--- config.mk ---
export PLATFORM = sky130hd
export DESIGN_NAME = hetic_irq_sink_flat
export DESIGN_NICKNAME = d
export VERILOG_FILES = /design/src/rtl/hetic_irq_sink_if.sv /design/src/rtl/hetic_irq_sink.sv /design/src/flat_wrapper.sv
export SDC_FILE = /design/constraint.sdc
export NUM_CORES = 1
export LEC_CHECK = 0
export BUFFER_PORTS_ARGS = -buffer_cell sky130_fd_sc_hd__buf_2
export CELL_PAD_IN_SITES_DETAIL_PLACEMENT = 1
export CELL_PAD_IN_SITES_GLOBAL_PLACEMENT = 1
export CORE_MARGIN = 8
export CORE_UTILIZATION = 43
export CTS_CLUSTER_DIAMETER = 30
export CTS_CLUSTER_SIZE = 20
export DETAILED_ROUTE_END_ITERATION = 8
export MAX_ROUTING_LAYER = met4
export PLACE_DENSITY = 0.88
export SLEW_MARGIN = 10
export SYNTH_ARGS = -nofsm -noshare
export SYNTH_HDL_FRONTEND = slang
export SYNTH_SLANG_ARGS = --single-unit
--- constraint.sdc ---
create_clock -name clk_i -period 4 [get_ports clk_i]
set_input_delay 0.2 -clock clk_i [delete_from_list [all_inputs] [get_ports clk_i]]
set_output_delay 0.2 -clock clk_i [all_outputs]
set_load 0.01 [all_outputs]
--- src/rtl/hetic_irq_sink_if.sv ---
// Controller/core-facing signal bundle for the HETI interrupt sink.
// The controller/core side drives through master; the sink uses slave.
interface hetic_irq_sink_if #(
   parameter int NrIrqLines = 64,
   parameter int NrIrqPrios = 32,
   parameter int NestDepth  = 4
);
   localparam int IrqWidth   = $clog2(NrIrqLines);
   localparam int PrioWidth  = $clog2(NrIrqPrios);
   localparam int DepthWidth = $clog2(NestDepth + 1);

   logic                  irq_valid_i;
   logic [IrqWidth-1:0]   irq_id_i;
   logic [PrioWidth-1:0]  irq_level_i;
   logic                  irq_heti_i;
   logic                  irq_nest_i;
   logic                  irq_ack_o;
   logic [IrqWidth-1:0]   irq_ack_id_o;
   logic                  mie_i;
   logic                  core_irq_req_o;
   logic [IrqWidth-1:0]   core_irq_id_o;
   logic                  core_irq_heti_o;
   logic                  core_take_i;
   logic                  core_mret_i;
   logic [PrioWidth-1:0]  cur_level_o;
   logic [DepthWidth-1:0] depth_o;

   modport master (
      output irq_valid_i, irq_id_i, irq_level_i, irq_heti_i,
      output irq_nest_i, mie_i, core_take_i, core_mret_i,
      input  irq_ack_o, irq_ack_id_o, core_irq_req_o,
      input  core_irq_id_o, core_irq_heti_o, cur_level_o, depth_o
   );

   modport slave (
      input  irq_valid_i, irq_id_i, irq_level_i, irq_heti_i,
      input  irq_nest_i, mie_i, core_take_i, core_mret_i,
      output irq_ack_o, irq_ack_id_o, core_irq_req_o,
      output core_irq_id_o, core_irq_heti_o, cur_level_o, depth_o
   );
endinterface

--- src/rtl/hetic_irq_sink.sv ---
// Core-side interrupt sink: qualifies the controller winner, offers it
// to the core, returns the claim and tracks nested handler levels.
module hetic_irq_sink #(
   parameter int NrIrqLines = 64,
   parameter int NrIrqPrios = 32,
   parameter int NestDepth  = 4
) (
   input logic             clk_i,
   input logic             rst_ni,
   hetic_irq_sink_if.slave irq_if
);
   localparam int IrqWidth   = $clog2(NrIrqLines);
   localparam int PrioWidth  = $clog2(NrIrqPrios);
   localparam int DepthWidth = $clog2(NestDepth + 1);
   localparam int IdxWidth   = (NestDepth > 1) ? $clog2(NestDepth) : 1;

   typedef enum logic [1:0] {
      IDLE,
      OFFER,
      ACK,
      SETTLE
   } state_e;

   state_e state_q, state_d;

   logic [IrqWidth-1:0]   cand_id_q, cand_id_d;
   logic [PrioWidth-1:0]  cand_lvl_q, cand_lvl_d;
   logic                  cand_heti_q, cand_heti_d;

   logic [PrioWidth-1:0]  stk_lvl_q [NestDepth];
   logic [DepthWidth-1:0] depth_q, depth_d;

   logic [PrioWidth-1:0]  cur_level;
   logic [IdxWidth-1:0]   top_idx;
   logic [IdxWidth-1:0]   wr_idx;
   logic [DepthWidth-1:0] depth_pop;
   logic                  eligible;
   logic                  take;
   logic                  pop;
   logic                  push;
   logic                  req;
   logic                  ack;

   assign top_idx   = IdxWidth'(depth_q - 1'b1);
   assign cur_level = (depth_q == '0) ? '0 : stk_lvl_q[top_idx];

   assign eligible = irq_if.irq_valid_i & irq_if.mie_i
                   & (irq_if.irq_level_i > cur_level)
                   & ((depth_q == '0)
                   | (irq_if.irq_nest_i
                   & (depth_q < DepthWidth'(NestDepth))));

   assign take = (state_q == OFFER) & irq_if.core_take_i;
   assign pop  = irq_if.core_mret_i & (depth_q != '0);

   always_comb begin
      state_d = state_q;
      req     = 1'b0;
      ack     = 1'b0;
      unique case (state_q)
         IDLE: begin
            if (eligible) state_d = OFFER;
         end
         OFFER: begin
            req = 1'b1;
            // A take wins even if eligibility drops in the same cycle.
            if (take)           state_d = ACK;
            else if (!eligible) state_d = IDLE;
         end
         ACK: begin
            ack     = 1'b1;
            state_d = SETTLE;
         end
         SETTLE: begin
            state_d = IDLE;
         end
         default: state_d = IDLE;
      endcase
   end

   always_comb begin
      cand_id_d   = cand_id_q;
      cand_lvl_d  = cand_lvl_q;
      cand_heti_d = cand_heti_q;
      if ((state_q == IDLE) || (state_q == OFFER)) begin
         cand_id_d   = irq_if.irq_id_i;
         cand_lvl_d  = irq_if.irq_level_i;
         cand_heti_d = irq_if.irq_heti_i;
      end
   end

   // Pop before push so a same-cycle take+mret replaces the top.
   always_comb begin
      depth_pop = depth_q - DepthWidth'(pop);
      push      = take & (depth_pop < DepthWidth'(NestDepth));
      wr_idx    = IdxWidth'(depth_pop);
      depth_d   = depth_pop + DepthWidth'(push);
   end

   always_ff @(posedge clk_i or negedge rst_ni) begin
      if (!rst_ni) begin
         state_q     <= IDLE;
         cand_id_q   <= '0;
         cand_lvl_q  <= '0;
         cand_heti_q <= 1'b0;
         depth_q     <= '0;
      end else begin
         state_q     <= state_d;
         cand_id_q   <= cand_id_d;
         cand_lvl_q  <= cand_lvl_d;
         cand_heti_q <= cand_heti_d;
         depth_q     <= depth_d;
      end
   end

   always_ff @(posedge clk_i or negedge rst_ni) begin
      if (!rst_ni) begin
         for (int i = 0; i < NestDepth; i++) stk_lvl_q[i] <= '0;
      end else if (push) begin
         stk_lvl_q[wr_idx] <= cand_lvl_q;
      end
   end

   assign irq_if.core_irq_req_o  = req;
   assign irq_if.core_irq_id_o   = req ? cand_id_q : '0;
   assign irq_if.core_irq_heti_o = req & cand_heti_q;
   assign irq_if.irq_ack_o       = ack;
   assign irq_if.irq_ack_id_o    = ack ? cand_id_q : '0;
   assign irq_if.cur_level_o     = cur_level;
   assign irq_if.depth_o         = depth_q;
endmodule

--- src/flat_wrapper.sv ---
// flat-port wrapper written by rule: the top's interface ports become plain ports
module hetic_irq_sink_flat 
#(
   parameter int NrIrqLines = 64,
   parameter int NrIrqPrios = 32,
   parameter int NestDepth  = 4
)
  (clk_i, rst_ni, irq_if_irq_valid_i, irq_if_irq_id_i, irq_if_irq_level_i, irq_if_irq_heti_i, irq_if_irq_nest_i, irq_if_mie_i, irq_if_core_take_i, irq_if_core_mret_i, irq_if_irq_ack_o, irq_if_irq_ack_id_o, irq_if_core_irq_req_o, irq_if_core_irq_id_o, irq_if_core_irq_heti_o, irq_if_cur_level_o, irq_if_depth_o);
  hetic_irq_sink_if #(.NrIrqLines(NrIrqLines), .NrIrqPrios(NrIrqPrios), .NestDepth(NestDepth)) irq_if_i ();
  input logic clk_i;
  input logic rst_ni;
  input wire logic [$bits(irq_if_i.irq_valid_i)-1:0] irq_if_irq_valid_i;
  input wire logic [$bits(irq_if_i.irq_id_i)-1:0] irq_if_irq_id_i;
  input wire logic [$bits(irq_if_i.irq_level_i)-1:0] irq_if_irq_level_i;
  input wire logic [$bits(irq_if_i.irq_heti_i)-1:0] irq_if_irq_heti_i;
  input wire logic [$bits(irq_if_i.irq_nest_i)-1:0] irq_if_irq_nest_i;
  input wire logic [$bits(irq_if_i.mie_i)-1:0] irq_if_mie_i;
  input wire logic [$bits(irq_if_i.core_take_i)-1:0] irq_if_core_take_i;
  input wire logic [$bits(irq_if_i.core_mret_i)-1:0] irq_if_core_mret_i;
  output wire logic [$bits(irq_if_i.irq_ack_o)-1:0] irq_if_irq_ack_o;
  output wire logic [$bits(irq_if_i.irq_ack_id_o)-1:0] irq_if_irq_ack_id_o;
  output wire logic [$bits(irq_if_i.core_irq_req_o)-1:0] irq_if_core_irq_req_o;
  output wire logic [$bits(irq_if_i.core_irq_id_o)-1:0] irq_if_core_irq_id_o;
  output wire logic [$bits(irq_if_i.core_irq_heti_o)-1:0] irq_if_core_irq_heti_o;
  output wire logic [$bits(irq_if_i.cur_level_o)-1:0] irq_if_cur_level_o;
  output wire logic [$bits(irq_if_i.depth_o)-1:0] irq_if_depth_o;
  assign irq_if_i.irq_valid_i = irq_if_irq_valid_i;
  assign irq_if_i.irq_id_i = irq_if_irq_id_i;
  assign irq_if_i.irq_level_i = irq_if_irq_level_i;
  assign irq_if_i.irq_heti_i = irq_if_irq_heti_i;
  assign irq_if_i.irq_nest_i = irq_if_irq_nest_i;
  assign irq_if_i.mie_i = irq_if_mie_i;
  assign irq_if_i.core_take_i = irq_if_core_take_i;
  assign irq_if_i.core_mret_i = irq_if_core_mret_i;
  assign irq_if_irq_ack_o = irq_if_i.irq_ack_o;
  assign irq_if_irq_ack_id_o = irq_if_i.irq_ack_id_o;
  assign irq_if_core_irq_req_o = irq_if_i.core_irq_req_o;
  assign irq_if_core_irq_id_o = irq_if_i.core_irq_id_o;
  assign irq_if_core_irq_heti_o = irq_if_i.core_irq_heti_o;
  assign irq_if_cur_level_o = irq_if_i.cur_level_o;
  assign irq_if_depth_o = irq_if_i.depth_o;
  hetic_irq_sink #(.NrIrqLines(NrIrqLines), .NrIrqPrios(NrIrqPrios), .NestDepth(NestDepth)) u_core (.clk_i(clk_i), .rst_ni(rst_ni), .irq_if(irq_if_i));
endmodule
Yosys cells after proc, flatten, opt, wreduce, memory -nomap -nowiden
Cells that the tools add are included.

Register bits: 37. Input bits: 19.

Add/sub/neg operators: 3. $lt $le $gt $ge: 6. Equal/unequal tests: 5. Multiplexer cells: 15. Bitwise logic cells: 11. Reductions and logical operators: 6.

Operators with widths (count): bitwise mux 20 bit (1); two-way mux 5 bit (4); two-way mux 6 bit (2); binary-select mux 5 bit (select 2 bit) (1); demux 5 bit (select 2 bit) (1); bitwise AND 1 bit (8); one-hot mux 2 bit (4 select lines) (1); greater-or-equal comparator 3 bit, second input constant (2); less-than comparator 3 bit, second input constant (2); two-way mux 2 bit (3); inverter 2 -> 3 bit (2); greater-than comparator 5 bit (1); == test 2 bit, second input constant (2); adder 3 x 1 -> 3 bit (1); zero test 3 bit (1); less-than comparator 3 x 1 -> 1 bit, second input constant (1); inequality test 3 bit, second input constant (1); nonzero test 3 bit (1); subtractor 3 x 1 -> 3 bit (1); == test 2 x 1 -> 1 bit, second input constant (1); zero test 2 bit (1); two-way mux 1 bit (2); inequality test 2 x 1 -> 1 bit, second input constant (1); AND reduction 2 bit (1); other kinds (4) (4).

Logic depth before layout (Yosys ltp)
Depth after elaboration: 12. Gate-level depth with buffers: 13.

Worst setup path after synthesis
No wires, ideal clock.

Path type: register to register. Start point: register u_core.depth_q[0], in the netlist u_core.irq_if.depth_o[0]. End point: register u_core.stk_lvl_q[0] (netlist bit). Library setup time: 125 ps. Arrival time: 2903 ps. Slack: 972 ps. Stages on the path, launching flop included: 13. Clock period less this slack: 3028 ps. Cell sequence: dfrtp_1 -> clkbuf_1 -> inv_1 -> ha_1 -> nand2b_1 -> clkbuf_1 -> and2_1 -> ha_1 -> ha_1 -> xor2_2 -> or4_4 -> buf_6 -> mux2_4.

Word-level cells in the longest chain between the ends: 9. Elaborated cells on any way between the ends: 12. Those cells by class: add/sub: 1; order compare: 3; mux: 3; bitwise: 3; reduce/logical: 2.

RTL lines: from (decl) (line hetic_irq_sink.sv:31) `logic [DepthWidth-1:0] depth_q, depth_d;`; from (signal assigned) (line hetic_irq_sink.sv:112) `depth_q <= depth_d;`; nonzero test 3 bit (line hetic_irq_sink.sv:54) `assign pop = irq_if.core_mret_i & (depth_q != '0);`; bitwise AND 1 bit (line hetic_irq_sink.sv:54); subtractor 3 x 1 -> 3 bit (*) (line hetic_irq_sink.sv:94) `depth_pop = depth_q - DepthWidth'(pop);`; inverter 2 -> 3 bit (not written as such) (line hetic_irq_sink.sv:120) `stk_lvl_q[wr_idx] <= cand_lvl_q;`; greater-or-equal comparator 3 bit (not written as such) / less-than comparator 3 x 1 -> 1 bit (equally long branches) (line hetic_irq_sink.sv:120); logical AND 1 bit (not written as such) (line hetic_irq_sink.sv:120); two-way mux 5 bit (not written as such) (line hetic_irq_sink.sv:120); demux 5 bit (select 2 bit) (line hetic_irq_sink.sv:120); bitwise mux 20 bit (line hetic_irq_sink.sv:120); to (signal, indexed assignment) (line hetic_irq_sink.sv:120); to (decl) (line hetic_irq_sink.sv:30) `logic [PrioWidth-1:0] stk_lvl_q [NestDepth];`.

Every way passes the cells marked *; elsewhere a longest branch is shown, timed or not. A chain may end at the register's enable or synchronous reset.

Worst setup path after layout
Start point: register u_core.depth_q[0], in the netlist u_core.irq_if.depth_o[0]. End point: register u_core.depth_q[2], in the netlist u_core.irq_if.depth_o[2].

Word-level cells in the longest chain between the ends: 6.

RTL lines: nonzero test 3 bit (line hetic_irq_sink.sv:54); bitwise AND 1 bit (line hetic_irq_sink.sv:54); subtractor 3 x 1 -> 3 bit (*) (line hetic_irq_sink.sv:94); less-than comparator 3 bit (line hetic_irq_sink.sv:95) `push = take & (depth_pop < DepthWidth'(NestDepth));`; bitwise AND 1 bit (line hetic_irq_sink.sv:95); adder 3 x 1 -> 3 bit (*) (line hetic_irq_sink.sv:97) `depth_d = depth_pop + DepthWidth'(push);`; net u_core.depth_d[2] (line hetic_irq_sink.sv:31).

Mark *: on every way through the listed nets, which the timed path passes. The rest lies on a longest branch.

==> results.ini <==
[sta]
hold_viol=4
setup_viol=0
finalHoldWorstSlack_ns=-0.00752
rsz_0062_raised_after_global_routing=false
maxClockFrequency_ghz=0.324
slew_violations=0
tightest_slew_ns=0.825
setup_tns_ns=0
min_period_ns=3.08
postLayoutSetupSlackWorst_ns=0.915
slew_headroom_pct=45.0
clock-skew-final_ns=0.00638
final.period_utilization_pct=77.1

[cells_and_area]
drive_above_1_share_pct=33.5
layout.cells.most_common=buf_2
layout_common_cells=buf_2 (41), dfrtp_1 (37), mux2_1 (26)
antenna_cells_inserted=0
n_fill_cell=464
finalNetCount=222
postLayoutCoreUtil_pct=52.9
area.growth.synth_to_final_pct=17.3

[synthesis]
synth_seq_area_share_pct=46.8
post_synthesis_share_of_cell_area_spent_on_full_adders_half_adders_and_majority_gates_pct=6.33
mappedNetlistArea_um2=1980
yosysWarningCount=0
synthesized_area_fraction_occupied_by_and_or_nand_nor_cells_pct=12.3
postSynthCellCount=151
post_synthesis_net_count=180
synth.area.mux_share_pct=24.0
yosys_register_bits=37
synth_compound_area_share_pct=6.64
synthXorXnorAreaFrac_pct=1.27
ys_types=30
synth_top_family_by_area=multiplexers
syn-mean-instance-area_um2=13.1

[min_path]
timing.hold.worst.class=primary input to asynchronous set/reset pin

[clock_network]
cts_hold_buffers=0
clock_tree.htree_level_count=2
cts_root_buf=clkbuf_8
clkSlewWorstSetupHoldPaths_ns=0.07
post_cts.resized_instances=0
post_cts.repair.setup_buffers=0
clock-sinks=37
clock_latency_ns=0.30
max-clock-path-buffers=2
cts_tree=done
cts_inserted_buffers=5

[worst_setup_path]
crit_path_end_kind=flip-flop
regToRegSetupSlack_ns=0.92
crit_buf_inv=1
startpoint=u_core.irq_if.depth_o[0]$_DFF_PN0_
critical_path.top_delay_family=adder cells
critical_path.startpoint_type=flip-flop
worstReg2RegEnd=u_core.irq_if.depth_o[2]$_DFF_PN0_
critical_path_arrival_ns=3.25
cp-endpoint=u_core.irq_if.depth_o[2]$_DFF_PN0_
path_depth=11
cpMaxStageDelayCell=dfrtp_1
highest_fanout_seen_on_the_critical_path=15
required_ns=4.16
worst-r2r-cell-count=11
crit_path_cell_trace=inv_1 -> ha_1 -> nand2b_1 -> and2_1 -> ha_1 -> ha_1 -> xor2_2 -> nor2_1 -> ha_1 -> ha_1 -> xor2_1
critical_path.max_stage_delay_ns=0.65
regToRegStartpoint=u_core.irq_if.depth_o[0]$_DFF_PN0_
critPathKind=flip-flop to flip-flop
critical-path-top-cell-by-count=ha_1

[die]
core.rowCount=24
die_width_um=83.8
floorplan.initialDensity_pct=45.1
placeableCoreArea_um2=4380
die-area_um2=7030
die_height_um=83.8
floorplan.io_pins=42

[drt]
wl_per_cell_um=18.3
top_layer=met4
detail_route.wirelength.met1_mm=1.96
vias_per_cell=5.39
drtPass1Iterations=4
dr_wl_met2_mm=2.17
route.detailed.drc=0
routed_via_count=1325
met3_length_um=316
routed_wirelength_mm=4.51
drt-initial-drc-count=42
post_detailed_route_count_of_antenna_violating_nets=0

[pwr]
vdd.ir_drop.worst_uv=331
static-leakage-power_nw=1.21
cell_pwr_density_nw_per_um2=775

[global_routing]
global_route_wire_length_before_repair_mm=7.82
first_global_vias=1505
maximum_number_of_pins_on_one_net_before_global_route_repair=38
grt_usage_pct=14.4
number_of_antenna_violations_at_the_first_check_in_global_routing=0
grt_overflow_total=0

[placement]
hpwlAfterDp_mm=3.46
preCtsSetupSlack_ns=0.936
gp_congestion=0.777
io_buffers=41

[flow_run]
timing.max_cap.violations=0

[run_status]
status=complete, but fails checks
violations=hold timing

==> through the flow <==
step,cells,power (mW),cell area (um2)
after floorplan,151,1.25,1980
after global placement,238,1.48,2220
after detailed placement,238,1.53,2220
after CTS,246,1.83,2320
after global routing,246,1.96,2320
final,246,1.80,2320
==> layer usage <==
| layer | vias to the layer above | global-route usage [%] |
|---|---|---|
| met1 | 653 | 16.5 |
| li1 | 625 | - |
| met3 | 5 | 5.27 |
| met2 | 42 | 22.5 |
| met5 | - | - |
| met4 | 0 | 5.02 |
==> sequential cells by signal (all words and copies together) (netlist names), named ones only <==
name,flops
u_core.cand_id_q,6
u_core.cand_lvl_q,5
u_core.stk_lvl_q,20
u_core.cand_heti_q,1
u_core.state_q,1
u_core.irq_if.depth_o,3
==> synth_stat cells <==
cell	n	area [um2]
inv_1	6	22.5
xor2_1	1	8.76
nand3b_2	1	11.3
xor2_2	1	16.3
o21ai_1	1	5.00
mux2_4	5	75.1
buf_6	1	11.3
nand2b_1	2	12.5
and2_1	15	93.8
nand4_1	1	6.26
o211a_1	5	50.1
mux2_1	26	293
nor2_1	2	7.51
clkbuf_1	5	18.8
dfrtp_1	37	926
o21ai_0	2	10.0
ha_1	10	125
nand2_1	5	18.8
mux4_2	1	22.5
mux2_2	4	45.0
o31a_1	1	8.76
a21boi_0	1	7.51
a21oi_1	1	5.00
o21bai_1	1	7.51
o211ai_1	5	37.5
nor4_4	3	63.8
nand3_1	1	5.00
mux2i_1	4	40.0
nor2b_1	2	12.5
or4_4	1	11.3
==> worst reg2reg max path: cells and delay by family, from the launching register on <==
family                     cells  cell delay [ns]
adders and majority gates      5             0.98
and+or+nand+nor                3             0.60
DFF                            1             0.65
xor gates and xnor gates       2             0.60
buffers and inverters          1             0.13
==> worst min path at each step <==
stage	startpoint	endpoint	slack (ns)	depth (start not counted)
after floorplan	rst_ni	asynchronous set/reset pin	-0.1	0
after global routing	rst_ni	u_core.irq_if.depth_o[0]$_DFF_PN0_	0.06	1
after global placement	rst_ni	u_core.stk_lvl_q[8]$_DFFE_PN0P_	0.34	1
after CTS	rst_ni	u_core.stk_lvl_q[1]$_DFFE_PN0P_	0.02	1
after detailed placement	rst_ni	u_core.stk_lvl_q[1]$_DFFE_PN0P_	0.34	1
final	rst_ni	u_core.stk_lvl_q[1]$_DFFE_PN0P_	-0.008	1
==> power breakdown <==
group	internal, mW	total [mW]	switching, mW	leakage, nW
Sequential	0.511	0.652	0.142	0.465
Combinational	0.410	0.857	0.446	0.689
Clock	0.156	0.289	0.134	0.0542
==> cell type report <==
cell class / count / area (um2) / share of cell area, %
Tap cell: 52 / 65.1 / 2.80
Clock inverter: 1 / 5.00 / 0.216
Sequential cell: 37 / 926 / 39.9
Timing Repair Buffer: 41 / 205 / 8.85
Multi-Input combinational cell: 102 / 1000 / 43.1
Clock buffer: 7 / 96.3 / 4.15
Inverter: 6 / 22.5 / 0.971
==> logic make-up (layout without fill, tap and decap cells) <==
group	Yosys count	in the layout
xor gates and xnor gates	2	2
adders and majority gates	10	10
buffers and inverters	12	55
AOI/OAI and AO/OA	17	17
and+or+nand+nor	33	33
DFF	37	37
muxes	40	40
No activity file was read; power rests on OpenSTA's default activity.
